==> src/rtl/total_zero_enc_dc_chroma.sv <==
// Chroma DC total_zeros encoder: looks up the codeword for one
// (TotalCoeff, TotalZeroes) symbol and shifts it out MSB first over a
// valid/ready bit interface, then reports completion and legality.
module total_zero_enc_dc_chroma (
  input  logic       Clk,
  input  logic       Rst,
  input  logic       InValid,
  output logic       InReady,
  input  logic [3:0] TotalCoeff,
  input  logic [3:0] TotalZeroes,
  output logic       BitOut,
  output logic       BitValid,
  input  logic       BitReady,
  output logic       BitLast,
  output logic       Done,
  output logic       Err
);

  typedef enum logic [1:0] {IDLE, SHIFT, FIN} state_t;

  state_t      r_state;
  state_t      w_next;
  logic [2:0]  r_shift;
  logic [1:0]  r_cnt;
  logic        r_err;

  logic [2:0]  w_code;
  logic [1:0]  w_len;
  logic        w_err;
  logic        w_accept;

  assign w_accept = InValid && (r_state == IDLE);

  // Codeword lookup; codes are left-aligned in 3 bits, zero-padded below.
  always_comb begin
    w_code = 3'b000;
    w_len  = 2'd0;
    w_err  = 1'b0;
    case (TotalCoeff)
      4'd1: begin
        case (TotalZeroes)
          4'd0:    begin w_code = 3'b100; w_len = 2'd1; end
          4'd1:    begin w_code = 3'b010; w_len = 2'd2; end
          4'd2:    begin w_code = 3'b001; w_len = 2'd3; end
          4'd3:    begin w_code = 3'b000; w_len = 2'd3; end
          default: w_err = 1'b1;
        endcase
      end
      4'd2: begin
        case (TotalZeroes)
          4'd0:    begin w_code = 3'b100; w_len = 2'd1; end
          4'd1:    begin w_code = 3'b010; w_len = 2'd2; end
          4'd2:    begin w_code = 3'b000; w_len = 2'd2; end
          default: w_err = 1'b1;
        endcase
      end
      4'd3: begin
        case (TotalZeroes)
          4'd0:    begin w_code = 3'b100; w_len = 2'd1; end
          4'd1:    begin w_code = 3'b000; w_len = 2'd1; end
          default: w_err = 1'b1;
        endcase
      end
      // With 0 or 4 coefficients total_zeros is implied and not coded.
      4'd0, 4'd4: w_err = (TotalZeroes != 4'd0);
      default:    w_err = 1'b1;
    endcase
  end

  // State register; reset wins over everything, dropping any symbol in flight.
  always_ff @(posedge Clk) begin
    if (Rst) r_state <= IDLE;
    else     r_state <= w_next;
  end

  // Next-state and output decode; outputs depend only on registered state.
  always_comb begin
    w_next   = r_state;
    InReady  = 1'b0;
    BitValid = 1'b0;
    BitOut   = 1'b0;
    BitLast  = 1'b0;
    Done     = 1'b0;
    Err      = 1'b0;
    case (r_state)
      IDLE: begin
        InReady = 1'b1;
        if (InValid) w_next = (w_len != 2'd0) ? SHIFT : FIN;
      end
      SHIFT: begin
        BitValid = 1'b1;
        BitOut   = r_shift[2];
        BitLast  = (r_cnt == 2'd1);
        if (BitReady && (r_cnt == 2'd1)) w_next = FIN;
      end
      FIN: begin
        Done   = 1'b1;
        Err    = r_err;
        w_next = IDLE;
      end
      default: w_next = IDLE;
    endcase
  end

  // Codeword shift register, remaining-bit count and latched error flag.
  always_ff @(posedge Clk) begin
    if (Rst) begin
      r_shift <= 3'b000;
      r_cnt   <= 2'd0;
      r_err   <= 1'b0;
    end else if (w_accept) begin
      r_shift <= w_code;
      r_cnt   <= w_len;
      r_err   <= w_err;
    end else if ((r_state == SHIFT) && BitReady) begin
      r_shift <= {r_shift[1:0], 1'b0};
      r_cnt   <= r_cnt - 2'd1;
    end
  end

endmodule

==> config.mk <==
export PLATFORM = sky130hd
export DESIGN_NAME = total_zero_enc_dc_chroma
export DESIGN_NICKNAME = d
export VERILOG_FILES = /design/src/rtl/total_zero_enc_dc_chroma.sv
export SDC_FILE = /design/constraint.sdc
export NUM_CORES = 1
export LEC_CHECK = 0
export CAP_MARGIN = 10
export CORE_MARGIN = 2
export CORE_UTILIZATION = 38
export DETAILED_ROUTE_END_ITERATION = 8
export MAX_ROUTING_LAYER = met4
export PLACE_DENSITY = 0.67
export SLEW_MARGIN = 20
export SYNTH_ARGS = -nofsm -noshare
export SYNTH_HDL_FRONTEND = slang
export SYNTH_SLANG_ARGS = --single-unit
==> constraint.sdc <==
create_clock -name Clk -period 3.6 [get_ports Clk]
set_clock_uncertainty 0.1 [all_clocks]
set_input_delay 0.54 -clock Clk [delete_from_list [all_inputs] [get_ports Clk]]
set_output_delay 0.54 -clock Clk [all_outputs]
set_load 0.03 [all_outputs]
=== Word-level counts from Yosys, hierarchy flattened ===
Cells that the tools add are included.

* $add $sub $neg: 1
* Equality and inequality tests: 12
* Multiplexer cells: 26
* Reductions and logical operators: 16

{| class="wikitable"
|+ Operators by type and width
! cell !! number
|-
| $pmux W3 S3 || 2
|-
| $eq A4 B2 Y1 const B || 4
|-
| $pmux W2 S3 || 2
|-
| $mux W1 || 10
|-
| $mux W2 || 5
|-
| $mux W3 || 3
|-
| $eq A4 B1 Y1 const B || 2
|-
| $logic_not A4 Y1 || 2
|-
| $pmux W2 S2 || 2
|-
| $reduce_or A2 Y1 || 4
|-
| $pmux W3 S2 || 1
|-
| $eq A2 B1 Y1 const B || 2
|-
| $eq A4 B3 Y1 const B || 1
|-
| $ne A2 B2 Y1 const B || 2
|-
| $pmux W1 S4 || 1
|-
| $reduce_bool A2 Y1 || 2
|-
| $reduce_bool A4 Y1 || 1
|-
| $reduce_or A4 Y1 || 1
|-
| $logic_and A1 B1 Y1 || 3
|-
| $reduce_or A3 Y1 || 1
|-
| $eq A2 B2 Y1 const B || 1
|-
| $logic_not A2 Y1 || 1
|-
| $reduce_and A2 Y1 || 1
|-
| $sub A2 B1 Y2 const B || 1
|}

* Register bits after elaboration: 8
* Output and inout port bits: 6
* Logic and storage cells: 59

=== Depth between registers and ports, before layout ===
* Depth in word-level cells: 8
* Gate-level depth with buffers: 6

=== Least setup slack after synthesis ===
OpenSTA, ideal clock, no wires.

* Path kind: input -> register
* From: input InValid
* To: register r_cnt[1]
* Setup time: 0.088 ns
* Data arrival time: 1.730 ns
* Required time: 3.412 ns
* Setup slack: 1.682 ns
* Cell stages on the path: 4
* Path through: or3b_1 -> clkbuf_2 -> or4_1 -> a311oi_2

* Cells in the longest elaborated chain, start to end: 2
* Elaborated cells on any way between the ends: 3
* Classes of those cells: mux (1); reduce/logical (2)

{| class="wikitable"
|+ Ends and longest elaborated chain
! element !! line !! source
|-
| start, declared || 7 || <nowiki>input logic InValid,</nowiki>
|-
| $logic_and A1 B1 Y1 (*) || 32 || <nowiki>assign w_accept = InValid && (r_state == IDLE);</nowiki>
|-
| $mux W2 or $reduce_bool A2 Y1 (tied branches) || - ||
|-
| end signal, assigned || 113 || <nowiki>r_cnt <= w_len;</nowiki>
|-
| end signal, assigned || 117 || <nowiki>r_cnt <= r_cnt - 2'd1;</nowiki>
|-
| end, declared || 24 || <nowiki>logic [1:0] r_cnt;</nowiki>
|}

Every way passes the cells marked *; elsewhere a longest branch is shown, timed or not.
A chain may end at the register's enable or synchronous reset.

=== Worst setup path after layout ===
* From: register r_state[0]
* To: output BitLast

* Cells in the longest elaborated chain, start to end: 2

{| class="wikitable"
|+ Ends and longest elaborated chain
! element !! line !! source
|-
| start, declared || 21 || <nowiki>state_t r_state;</nowiki>
|-
| start signal, assigned || 73 || <nowiki>else r_state <= w_next;</nowiki>
|-
| $eq A2 B1 Y1 || 85 || <nowiki>case (r_state)</nowiki>
|-
| $mux W1 || 85 ||
|-
| end, declared || 14 || <nowiki>output logic BitLast,</nowiki>
|}

Every way passes these cells.

==> flow_metrics.env <==
export IMPL_cp_arrival_ns=1.66
export IMPL_cts_htree_levels=1
export IMPL_grt_usage_pct=15.22
export IMPL_hold_class="reg2reg"
export IMPL_grt_setup_unrepaired="false"
export IMPL_worstPathRequired_ns=2.96
export IMPL_synth_seq_area_share_pct=26.83
export IMPL_critical_path_max_stage_delay_ns=0.66
export IMPL_ys_warn_count=0
export IMPL_worstMarginPinSlew_ns=0.6744
export IMPL_finalHoldViolCount=0
export IMPL_ys_ff_latch=8
export IMPL_clockBufferDepth=2
export IMPL_io_buffers=17
export IMPL_relSlewSlack_pct=54.94
export IMPL_final_max_slew_viol_count=0
export IMPL_r2r_start="r_state[1]"
export IMPL_ys_types=36
export IMPL_synthTopCellsByCount="nor2_1 (10), dfxtp_1 (8), a21oi_1 (7)"
export IMPL_ios=18
export IMPL_start_kind="flip-flop"
export IMPL_synth_ff_type="dfxtp_1"
export IMPL_nNetsFinal=107
export IMPL_syn_area_sq_um=596.8
export IMPL_postCtsSetupBuffers=0
export IMPL_cp_startpoint="r_state[0]"
export IMPL_r2r_end="r_cnt[1]"
export IMPL_cap_viol_max_count=0
export IMPL_start_util_pct=40.08
export IMPL_globalplace_congestion=0.8104
export IMPL_antenna_found_initial=0
export IMPL_outcome="finished, final reports clean"
export IMPL_antenna_left=0
export IMPL_async_flop_share_pct=0
export IMPL_slowest_stage="clkdlybuf4s50_1"
export IMPL_yosys_cell_count_top_type="nor2_1"
export IMPL_synth_edf_count=0
export IMPL_criticalPathCategory="reg2out"
export IMPL_area_delta_synth_final_pct=30.19
export IMPL_path_max_fanout=7
export IMPL_cts_hold_buf=0
export IMPL_viasPerCell=5.528
export IMPL_dieArea_sq_um=1904
export IMPL_antennaDiodeCount=0
export IMPL_cts_sinks=8
export IMPL_via_count=597
export IMPL_powerDensity_nw_per_um2=289.1
export IMPL_timing_setup_tns_ns=0
export IMPL_insertion_delay_ns=0.25
export IMPL_fp_coreArea_sq_um=1489
export IMPL_ir_drop_mv=0.1211
export IMPL_cts_tree="built"
export IMPL_regToRegSetupSlack_ns=1.80
export IMPL_dr_pass1_iters=4
export IMPL_p_leak_nw=0.2717
export IMPL_syn_nets=89
export IMPL_synthCells=76
export IMPL_postRouteWirelength_mm=1.295
export IMPL_grt_pass1_wl_mm=2.083
export IMPL_die_x_um=43.63
export IMPL_ctsResizeCount=0
export IMPL_drive_gt1_share_pct=10.87
export IMPL_endpoint="BitLast"
export IMPL_numCtsBuffers=3
export IMPL_crit_chain="and2b_2, and2_1, clkdlybuf4s50_1"
export IMPL_endpoint_kind="primary output"
export IMPL_period_needed_ns=2.299
export IMPL_yosys_top_cells_area="dfxtp_1 (27%), nor2_1 (6.3%), a21oi_1 (5.9%), o21ai_0 (4.2%), a211oi_1 (3.8%)"
export IMPL_grt_start_max_net_pins=11
export IMPL_rows=14
export IMPL_synth_top_area_share_pct=26.83
export IMPL_yosysTopAreaCell="dfxtp_1"
export IMPL_max_clock_freq_mhz=435.0
export IMPL_dp_hpwl_mm=1.037
export IMPL_gr_total_overflow=0
export IMPL_finalCritPeriodShare_pct=63.86
export IMPL_grt_pass1_vias=506
export IMPL_reg2regPathDepth=3
export IMPL_clkTransAtPathRegs_ns=0.05
export IMPL_cts_root_buffer="clkbuf_4"
export IMPL_syn_avg_cell_area_sq_um=7.853
export IMPL_drt_iter0_drc=4
export IMPL_whs_ns=0.3798
export IMPL_wl_per_cell_um=11.99
export IMPL_drc=0
export IMPL_setup_viol=0
export IMPL_dieHeight_um=43.63
[logic make-up (layout without fill, tap and decap cells)]
family	count (synthesis)	after routing	synth area share (%)
simple gates	35	35	33.54
compound gates	24	24	27.46
flops	8	8	26.83
buf+inv	6	22	6.707
fa+ha+maj	2	2	3.773
mux	1	1	1.677
[critical path, delay by kind of cell, from the launching register on]
family / cells / cell delay, ns
and+or+nand+nor: 2 / 0.33
buffers and inverters: 1 / 0.66
DFF: 1 / 0.42
[layout by cell type, fill, tap and decap left out, types with 2 or more instances in the layout]
master / Yosys / final
o21ai_0: 5 / 5
clkbuf_4: 0 / 3
dfxtp_1: 8 / 8
nor3_1: 2 / 2
a21oi_1: 7 / 7
and2_1: 3 / 3
and2b_2: 2 / 2
clkdlybuf4s50_1: 0 / 17
nor2b_1: 2 / 2
a211oi_1: 3 / 3
nor3b_1: 2 / 2
nor2_1: 10 / 10
nand2_1: 5 / 5
nand2b_1: 2 / 2
inv_1: 2 / 2
[flip-flops by register name, indices dropped and copies added (netlist names)]
signal / flops
r_cnt: 2
r_err: 1
r_state: 2
r_shift: 3
[report_power, final]
group	internal [W]	switching, W
registers	0.0000939	0.00000345
logic	0.0000297	0.0000303
clock network	0.0000381	0.0000292
[metrics by stage]
stage          power (W)  util [%]  std cells  instance area [sq um]  setup WS, ns
6_report       0.0002246     52.18        108                  777.0         1.301
2_1_floorplan  0.0001360         -         76                  596.8         1.682
3_5_place_dp   0.0001594     50.67        105                  754.5         1.148
4_1_cts        0.0002259     52.18        108                  777.0         1.285
3_3_place_gp   0.0001583     50.67        105                  754.5         1.137
5_1_grt        0.0002357     52.18        108                  777.0         1.212
[layout make-up]
cell class	count	area [sq um]
clock buffer	3	22.52
fill	148	711.9
inverter	2	7.507
multi-input combinational	62	396.6
sequential	8	160.2
tap	16	20.02
timing repair buffer	17	170.2
[worst min-delay path by stage]
| stage | from | endpoint | slack [ns] | cells after the start |
|---|---|---|---|---|
| floorplan | r_shift[0] | r_shift[0] | 0.35 | 2 |
| global placement | r_shift[0] | r_shift[0] | 0.37 | 2 |
| detailed placement | r_shift[0] | r_shift[0] | 0.37 | 2 |
| CTS | r_shift[0] | r_shift[0] | 0.38 | 2 |
| global route | r_shift[0] | r_shift[0] | 0.41 | 2 |
| finish | r_shift[0] | r_shift[0] | 0.38 | 2 |
[per-layer routing]
metal	GRT usage [%]	share of wire, %	up-vias
li1	-	-	317
met1	17.86	47	262
met2	24.12	46	16
met3	2.500	5.3	2
met4	9.091	1.2	0
met5	-	0	-
No activity file was read; power rests on OpenSTA's default activity.
